## config.mk

```make
export PLATFORM = sky130hd
export DESIGN_NAME = hazard_scoreboard
export DESIGN_NICKNAME = d
export VERILOG_FILES = /design/src/rtl/hazard_scoreboard.sv
export SDC_FILE = /design/constraint.sdc
export NUM_CORES = 1
export LEC_CHECK = 0
export BUFFER_PORTS_ARGS = -buffer_cell sky130_fd_sc_hd__buf_2
export CAP_MARGIN = 5
export CORE_MARGIN = 2
export CORE_UTILIZATION = 60
export CTS_CLUSTER_DIAMETER = 150
export DETAILED_ROUTE_END_ITERATION = 16
export PLACE_DENSITY = 0.77
export SKIP_LAST_GASP = 1
export SLEW_MARGIN = 10
export SYNTH_ARGS = -nofsm -noshare
export SYNTH_HDL_FRONTEND = slang
export SYNTH_SLANG_ARGS = --single-unit
```

## constraint.sdc

```tcl
create_clock -name ip_clk -period 9.2 [get_ports ip_clk]
set_input_delay 0.46 -clock ip_clk [delete_from_list [all_inputs] [get_ports ip_clk]]
set_output_delay 0.46 -clock ip_clk [all_outputs]
set_load 0.02 [all_outputs]
```

## src/rtl/hazard_scoreboard.sv

```systemverilog
// Decode-stage hazard scoreboard: one writeback countdown per architectural register,
// giving a same-cycle stall plus bypass hints for variable-latency producers.
module hazard_scoreboard #(
  parameter int NUM_REGS   = 32,
  parameter int REG_ADDR_W = 5,
  parameter int MAX_LAT    = 7,
  parameter int LAT_W      = 3,
  parameter int BYPASS_EN  = 1
) (
  input  logic                  ip_clk,
  input  logic                  ip_rst,
  input  logic                  ip_valid,
  input  logic                  ip_flush,
  input  logic [REG_ADDR_W-1:0] ip_rs,
  input  logic [REG_ADDR_W-1:0] ip_rt,
  input  logic                  ip_use_rs,
  input  logic                  ip_use_rt,
  input  logic                  ip_RegWrite,
  input  logic [REG_ADDR_W-1:0] ip_dest,
  input  logic [LAT_W-1:0]      ip_latency,
  output logic                  op_stall,
  output logic                  op_fwd_rs,
  output logic                  op_fwd_rt,
  output logic [REG_ADDR_W:0]   op_pending_cnt
);

  localparam logic [LAT_W-1:0] ONE       = LAT_W'(1);
  localparam logic [LAT_W-1:0] MAX_LAT_V = LAT_W'(MAX_LAT);
  localparam logic             BYPASS_ON = (BYPASS_EN != 0);
  // A source is only a hazard while more cycles remain than the bypass can hide.
  localparam logic [LAT_W-1:0] THRESH    = BYPASS_ON ? ONE : '0;

  logic [LAT_W-1:0]      cnt_cur [1:NUM_REGS-1];
  logic [NUM_REGS-1:1]   busy_next;
  logic [REG_ADDR_W:0]   pending_reg;
  logic [REG_ADDR_W:0]   pending_next;

  logic [LAT_W-1:0] cnt_rs;
  logic [LAT_W-1:0] cnt_rt;
  logic [LAT_W-1:0] cnt_dest;
  logic [LAT_W-1:0] eff_lat;
  logic             in_use;
  logic             rs_live;
  logic             rt_live;
  logic             dest_live;
  logic             haz_rs;
  logic             haz_rt;
  logic             haz_waw;
  logic             stall;
  logic             issue;
  logic             set_en;

  // Register 0 has no counter, so any lookup of it reads as zero.
  always_comb begin
    cnt_rs   = '0;
    cnt_rt   = '0;
    cnt_dest = '0;
    for (int r = 1; r < NUM_REGS; r++) begin
      if (ip_rs == REG_ADDR_W'(r)) cnt_rs = cnt_cur[r];
      if (ip_rt == REG_ADDR_W'(r)) cnt_rt = cnt_cur[r];
      if (ip_dest == REG_ADDR_W'(r)) cnt_dest = cnt_cur[r];
    end
  end

  assign eff_lat   = (ip_latency > MAX_LAT_V) ? MAX_LAT_V : ip_latency;
  assign in_use    = ip_valid & ~ip_flush;
  assign rs_live   = in_use & ip_use_rs & (ip_rs != '0);
  assign rt_live   = in_use & ip_use_rt & (ip_rt != '0);
  assign dest_live = in_use & ip_RegWrite & (ip_dest != '0);

  assign haz_rs  = rs_live & (cnt_rs > THRESH);
  assign haz_rt  = rt_live & (cnt_rt > THRESH);
  // Holding a shorter-latency write keeps writebacks to one register in order.
  assign haz_waw = dest_live & (cnt_dest > eff_lat);
  assign stall   = haz_rs | haz_rt | haz_waw;

  assign op_stall  = stall;
  assign op_fwd_rs = rs_live & BYPASS_ON & (cnt_rs == ONE) & ~stall;
  assign op_fwd_rt = rt_live & BYPASS_ON & (cnt_rt == ONE) & ~stall;

  assign issue  = in_use & ~stall;
  assign set_en = issue & ip_RegWrite & (ip_dest != '0) & (eff_lat != '0);

  genvar gi;
  generate
    for (gi = 1; gi < NUM_REGS; gi++) begin : g_cnt
      logic [LAT_W-1:0] cnt_reg;
      logic [LAT_W-1:0] cnt_next;
      logic             hit;

      assign hit = set_en & (ip_dest == REG_ADDR_W'(gi));

      // A fresh issue overrides this cycle's decrement of the same register.
      always_comb begin
        cnt_next = cnt_reg;
        if (hit) begin
          cnt_next = eff_lat;
        end else if (cnt_reg != '0) begin
          cnt_next = cnt_reg - ONE;
        end
      end

      always_ff @(posedge ip_clk) begin
        if (ip_rst) begin
          cnt_reg <= '0;
        end else begin
          cnt_reg <= cnt_next;
        end
      end

      assign cnt_cur[gi]   = cnt_reg;
      assign busy_next[gi] = (cnt_next != '0);
    end
  endgenerate

  always_comb begin
    pending_next = '0;
    for (int r = 1; r < NUM_REGS; r++) begin
      pending_next = pending_next + {{REG_ADDR_W{1'b0}}, busy_next[r]};
    end
  end

  always_ff @(posedge ip_clk) begin
    if (ip_rst) begin
      pending_reg <= '0;
    end else begin
      pending_reg <= pending_next;
    end
  end

  assign op_pending_cnt = pending_reg;

endmodule

```

---- Word level (Yosys, flattened, before mapping) ----
Cells that the tools add are included.
cells by class
  $add $sub $neg .......................... 61
  $lt $le $gt $ge ......................... 4
  equal/unequal tests ..................... 95
  multiplexer cells ....................... 156
  bitwise gates (word level) .............. 53
  reduce and logical (&&, ||, !) cells .... 66
operators by type and width
  kind                                                           count
  two-way mux 3 bit                                              156
  == test 5 bit, second input constant                           48
  nonzero test 3 bit                                             63
  adder 6 x 1 -> 6 bit                                           25
  == test 5 x 4 -> 1 bit, second input constant                  24
  subtractor 3 x 1 -> 3 bit, second input constant               31
  == test 5 x 3 -> 1 bit, second input constant                  12
  bitwise AND 1 bit                                              49
  == test 5 x 2 -> 1 bit, second input constant                  6
  == test 5 x 1 -> 1 bit, second input constant                  3
  nonzero test 5 bit                                             3
  adder 5 x 1 -> 6 bit                                           1
  == test 3 x 1 -> 1 bit, second input constant                  2
  greater-than comparator 3 x 1 -> 1 bit, second input constant  2
  adder 4 x 1 -> 5 bit                                           1
  adder 3 x 1 -> 4 bit                                           1
  adder 2 x 1 -> 3 bit                                           1
  greater-than comparator 3 bit                                  1
  greater-than comparator 3 bit, second input constant           1
  adder 1 x 1 -> 2 bit                                           1
  NOT 1 bit                                                      2
  OR 1 bit                                                       2
word-level totals
  flip-flop bits (word level) ............. 99
  output and inout bits ................... 9

---- Longest topological paths before layout ----
  word-level depth ........................ 74
  depth in mapped cells ................... 36
  depth with buffers taken out ............ 32

---- Worst setup path before layout ----
OpenSTA, ideal clock, no wires.
  path kind ............................... input to register
  from .................................... input ip_dest[0]
  to ...................................... register pending_reg[4], in the netlist op_pending_cnt[4]
  data arrival time ....................... 8,447 ps
  required time ........................... 9,072 ps
  path slack .............................. 625 ps
  stages on the path ...................... 31
  path buffers ............................ 3
  cell sequence ........................... clkbuf_1 clkbuf_1 mux4_2 a311oi_1 o211ai_1 a211oi_1 o22ai_1 ha_1 nor2b_1 o21a_1 o211ai_1 a21boi_0 a31o_2 buf_2 nand4_1 nor2b_1 fa_1 inv_1 fa_1 fa_1 fa_1 fa_1 inv_1 fa_1 inv_1 fa_1 fa_1 a21o_1 a21oi_1 xor2_1 nor2_1
between the ends
  longest elaborated chain between the ends .. 73
ends and longest elaborated chain
  element                             line    text
  start: declaration                  19      input logic [REG_ADDR_W-1:0] ip_dest,
  == test 5 x 1 -> 1 bit              61, 91
  two-way mux 3 bit (31 in a row)     61      if (ip_dest == REG_ADDR_W'(r)) cnt_dest = cnt_cur[r];
  greater-than comparator 3 bit       74      assign haz_waw = dest_live & (cnt_dest > eff_lat);
  bitwise AND 1 bit                   74
  OR 1 bit                            75      assign stall = haz_rs | haz_rt | haz_waw;
  NOT 1 bit                           81      assign issue = in_use & ~stall;
  bitwise AND 1 bit                   81
  bitwise AND 1 bit (3 in a row)      82      assign set_en = issue & ip_RegWrite & (ip_dest != '0) & (eff_lat != '0);
  [2 not listed]                      --
  nonzero test 3 bit                  112     assign busy_next[gi] = (cnt_next != '0);
  adder 1 x 1 -> 2 bit                119     pending_next = pending_next + {{REG_ADDR_W{1'b0}}, busy_next[r]};
  adder 2 x 1 -> 3 bit                119
  adder 3 x 1 -> 4 bit                119
  adder 4 x 1 -> 5 bit                119
  adder 5 x 1 -> 6 bit                119
  adder 6 x 1 -> 6 bit (24 in a row)  119
  adder 6 x 1 -> 6 bit *              119
  end signal: assignment              127     pending_reg <= pending_next;
  end: declaration                    35      logic [REG_ADDR_W:0] pending_reg;
Mark *: on every way between the ends. The rest lies on a longest branch, timed or not.
A chain may end at the register's enable or synchronous reset.

---- Worst setup path after layout ----
  from .................................... input ip_dest[1]
  to ...................................... register pending_reg[4], in the netlist op_pending_cnt[4]
The elaborated chain is that of the path after synthesis.

==> key figures <==
Run status
  – Status: complete, no violations

Yosys
  – Ranking of synthesized cells by area: dfxtp_1, mux2_2, ha_1
  – Netlist cell types: 73
  – Ys flop type: dfxtp_1
  – Post-synthesis sequential area ratio: 0.179
  – Yosys reg bits: 99
  – EDFF count, synth: 0
  – Post-synthesis cell area: 0.0111 sq mm
  – Synth Instances: 1,465
  – Syn Nets: 1,585
  – Post-synth ARST share: 0
  – Synth warn: 0
  – Cell taking the most area after synthesis: dfxtp_1
  – Synthesized area per cell: 7.56 sq um
  – Top-area cell type share of the netlist area: 0.179

Setup path
  – CP max stage cell: fa_1
  – Crit Path Class: input port to register
  – CP most frequent cell: fa_1
  – Crit path DAT: 8.84 ns
  – Crit. End Element: register
  – Crit start category: input port
  – Crit-path max cell delay: 0.55 ns
  – Crit path max fanout: 19
  – WP data required: 9.44 ns

Clocking
  – Clock latency on the worst-skew pair: 0.37 ns
  – CTS root buf: clkbuf_16
  – Post CTS Setup Buffer Count: 0
  – Clock Path Buffers: 2
  – H-tree level count: 3
  – CTS clk-pin slew, worst paths: 0.08 ns
  – Clock sinks: 99
  – CTS tree: yes
  – # resized after CTS: 0
  – Hold Buf Count CTS: 0
  – CTS buffer count: 9

GRT
  – Initial antenna violation count: 0
  – Largest net degree at the start of global routing: 54
  – GR Util All Layers: 0.401
  – Congestion Overflow GR: 0
  – Vias in the first global route: 10,345
  – First-pass GRT wire length: 60,300 um

Floorplanning
  – Die X: 140 um
  – Ports: 34
  – Starting Density: 0.614
  – Die Area: 0.0196 sq mm
  – Chip height: 140 um
  – CORE AREA: 0.0180 sq mm
  – FP Rows: 49

STA
  – Final hold violation count: 0
  – Setup violators final: 0
  – Final period utilization: 0.934
  – Setup Skew: 0.0126 ns
  – Max-slew violations: 0
  – Final hold slack: 0.560 ns
  – TNS Setup: 0 ns
  – Max_slew headroom: 0.166
  – RSZ-0062 raised after global routing: false
  – Fmax: 116 MHz
  – Min Clock Period, post-route: 8.60 ns
  – Slew @ Worst Pin: 1.25 ns

Route
  – Vias: 11,313
  – Final wirelength: 39,400 um
  – DR WL/cell: 23.2 um
  – Routed Antenna Nets: 0
  – DR iter-0 viols: 1,541
  – Pre-antenna DRT Iters: 6
  – Drt drc: 0
  – Via density: 6.66

Cells and area
  – Number of fill cells: 1,620
  – Share of layout cells above drive strength 1: 0.148
  – Layout area overhead: 6.76%
  – Ant. Diodes: 0
  – Max reg flops: 93
  – Final net count: 1,584

Place
  – GP Congestion: 1.06
  – Port buffer count: 33
  – Hpwl dp: 30,400 um

Flow run
  – Max Cap Violations: 0

Worst hold path
  – Hold WC Path Type: input port to register
cells in the mapped netlist, drive strengths merged (5+ instances only):
cell type / instances
and3: 10
dfxtp: 99
mux4: 15
nand2: 94
or2: 7
ha: 72
clkbuf: 55
a31oi: 19
nand4: 34
o31ai: 5
nor2b: 32
nor4: 5
o211ai: 9
nor3b: 8
a221oi: 5
fa: 23
o21ai: 77
inv: 106
buf: 33
nor2: 223
a21oi: 91
o311ai: 5
a22oi: 19
xnor2: 32
mux2: 82
o22ai: 14
o32ai: 5
nand3: 36
nand2b: 55
o221ai: 5
mux2i: 57
nor3: 50
a211oi: 9
path summary, 6_finish.rpt:
check,depth (start not counted),start,to,slack [ns]
max,31,ip_dest[1],op_pending_cnt[4],0.60
min,2,ip_rst,op_pending_cnt[4],0.56
min reg2reg,3,g_cnt[5].cnt_reg[2],g_cnt[5].cnt_reg[2],0.72
max reg2reg,28,g_cnt[21].cnt_reg[1],op_pending_cnt[4],0.74
worst max-delay path, delay by kind of cell:
| kind | cells | cell delay, ns |
|---|---|---|
| XOR/XNOR | 1 | 0.17 |
| adder cells (fa/ha/maj) | 9 | 4.29 |
| AO/OA/AOI/OAI | 12 | 2.49 |
| AND/OR/NAND/NOR | 5 | 0.74 |
| buffers and inverters | 4 | 0.67 |
cell type report:
class	count	area [sq um]	area share
Multi-Input combinational cell	1171	8340	0.706
Clock inverter	7	82.6	0.00698
Clock buffer	9	225	0.0190
Sequential cell	99	1980	0.168
Tap cell	229	287	0.0242
Timing Repair Buffer	76	503	0.0425
Inverter	107	402	0.0340
cells by family after synthesis:
kind of cell	after synthesis	synth area share
AND/OR/NAND/NOR	578	0.259
AO/OA/AOI/OAI	310	0.178
buffers and inverters	195	0.0691
multiplexers	154	0.165
flip-flops	99	0.179
adder cells (fa/ha/maj)	95	0.123
XOR/XNOR	34	0.0269
per-stage QoR:
step / utilization / instance area (sq um) / setup WS, ns / std cells
after global routing: 0.656 / 11800 / 0.169 / 1698
after floorplan: - / 11100 / 0.625 / 1465
after detailed placement: 0.639 / 11500 / 0.304 / 1682
after global placement: 0.639 / 11500 / 0.468 / 1682
final: 0.656 / 11800 / 0.603 / 1698
after CTS: 0.656 / 11800 / 0.668 / 1698
layer usage:
layer  share of wire  vias to the layer above  GRT usage
met4           0.062                        0      0.221
met5               0                        -          0
met3            0.10                      138     0.0723
met1            0.39                     5312      0.522
li1                -                     5190          -
met2            0.45                      673      0.629
placed cells by master, fill, tap and decap left out, types with 7 or more instances in the layout:
| master | netlist | layout |
|---|---|---|
| nor2_1 | 223 | 222 |
| inv_1 | 106 | 106 |
| dfxtp_1 | 99 | 99 |
| nand2_1 | 94 | 94 |
| a21oi_1 | 91 | 91 |
| mux2_2 | 82 | 82 |
| o21ai_0 | 77 | 77 |
| ha_1 | 72 | 72 |
| mux2i_1 | 57 | 57 |
| nand2b_1 | 55 | 55 |
| nor3_1 | 50 | 50 |
| buf_4 | 4 | 43 |
| nand3_1 | 36 | 36 |
| xnor2_1 | 32 | 32 |
| buf_2 | 15 | 32 |
| nor2b_1 | 32 | 31 |
| fa_1 | 23 | 23 |
| a31oi_1 | 19 | 19 |
| a22oi_1 | 19 | 19 |
| nand4_1 | 18 | 18 |
| nand4_2 | 16 | 16 |
| mux4_2 | 15 | 15 |
| o22ai_1 | 14 | 14 |
| and3_1 | 10 | 10 |
| a211oi_1 | 9 | 9 |
| o211ai_1 | 9 | 9 |
| clkbuf_16 | 0 | 9 |
| nor3b_1 | 8 | 8 |
| or2_2 | 7 | 7 |
Power is left out: the tool's default activity adds up to more than one toggle a clock period on the data nets, which glitch-free logic cannot reach.
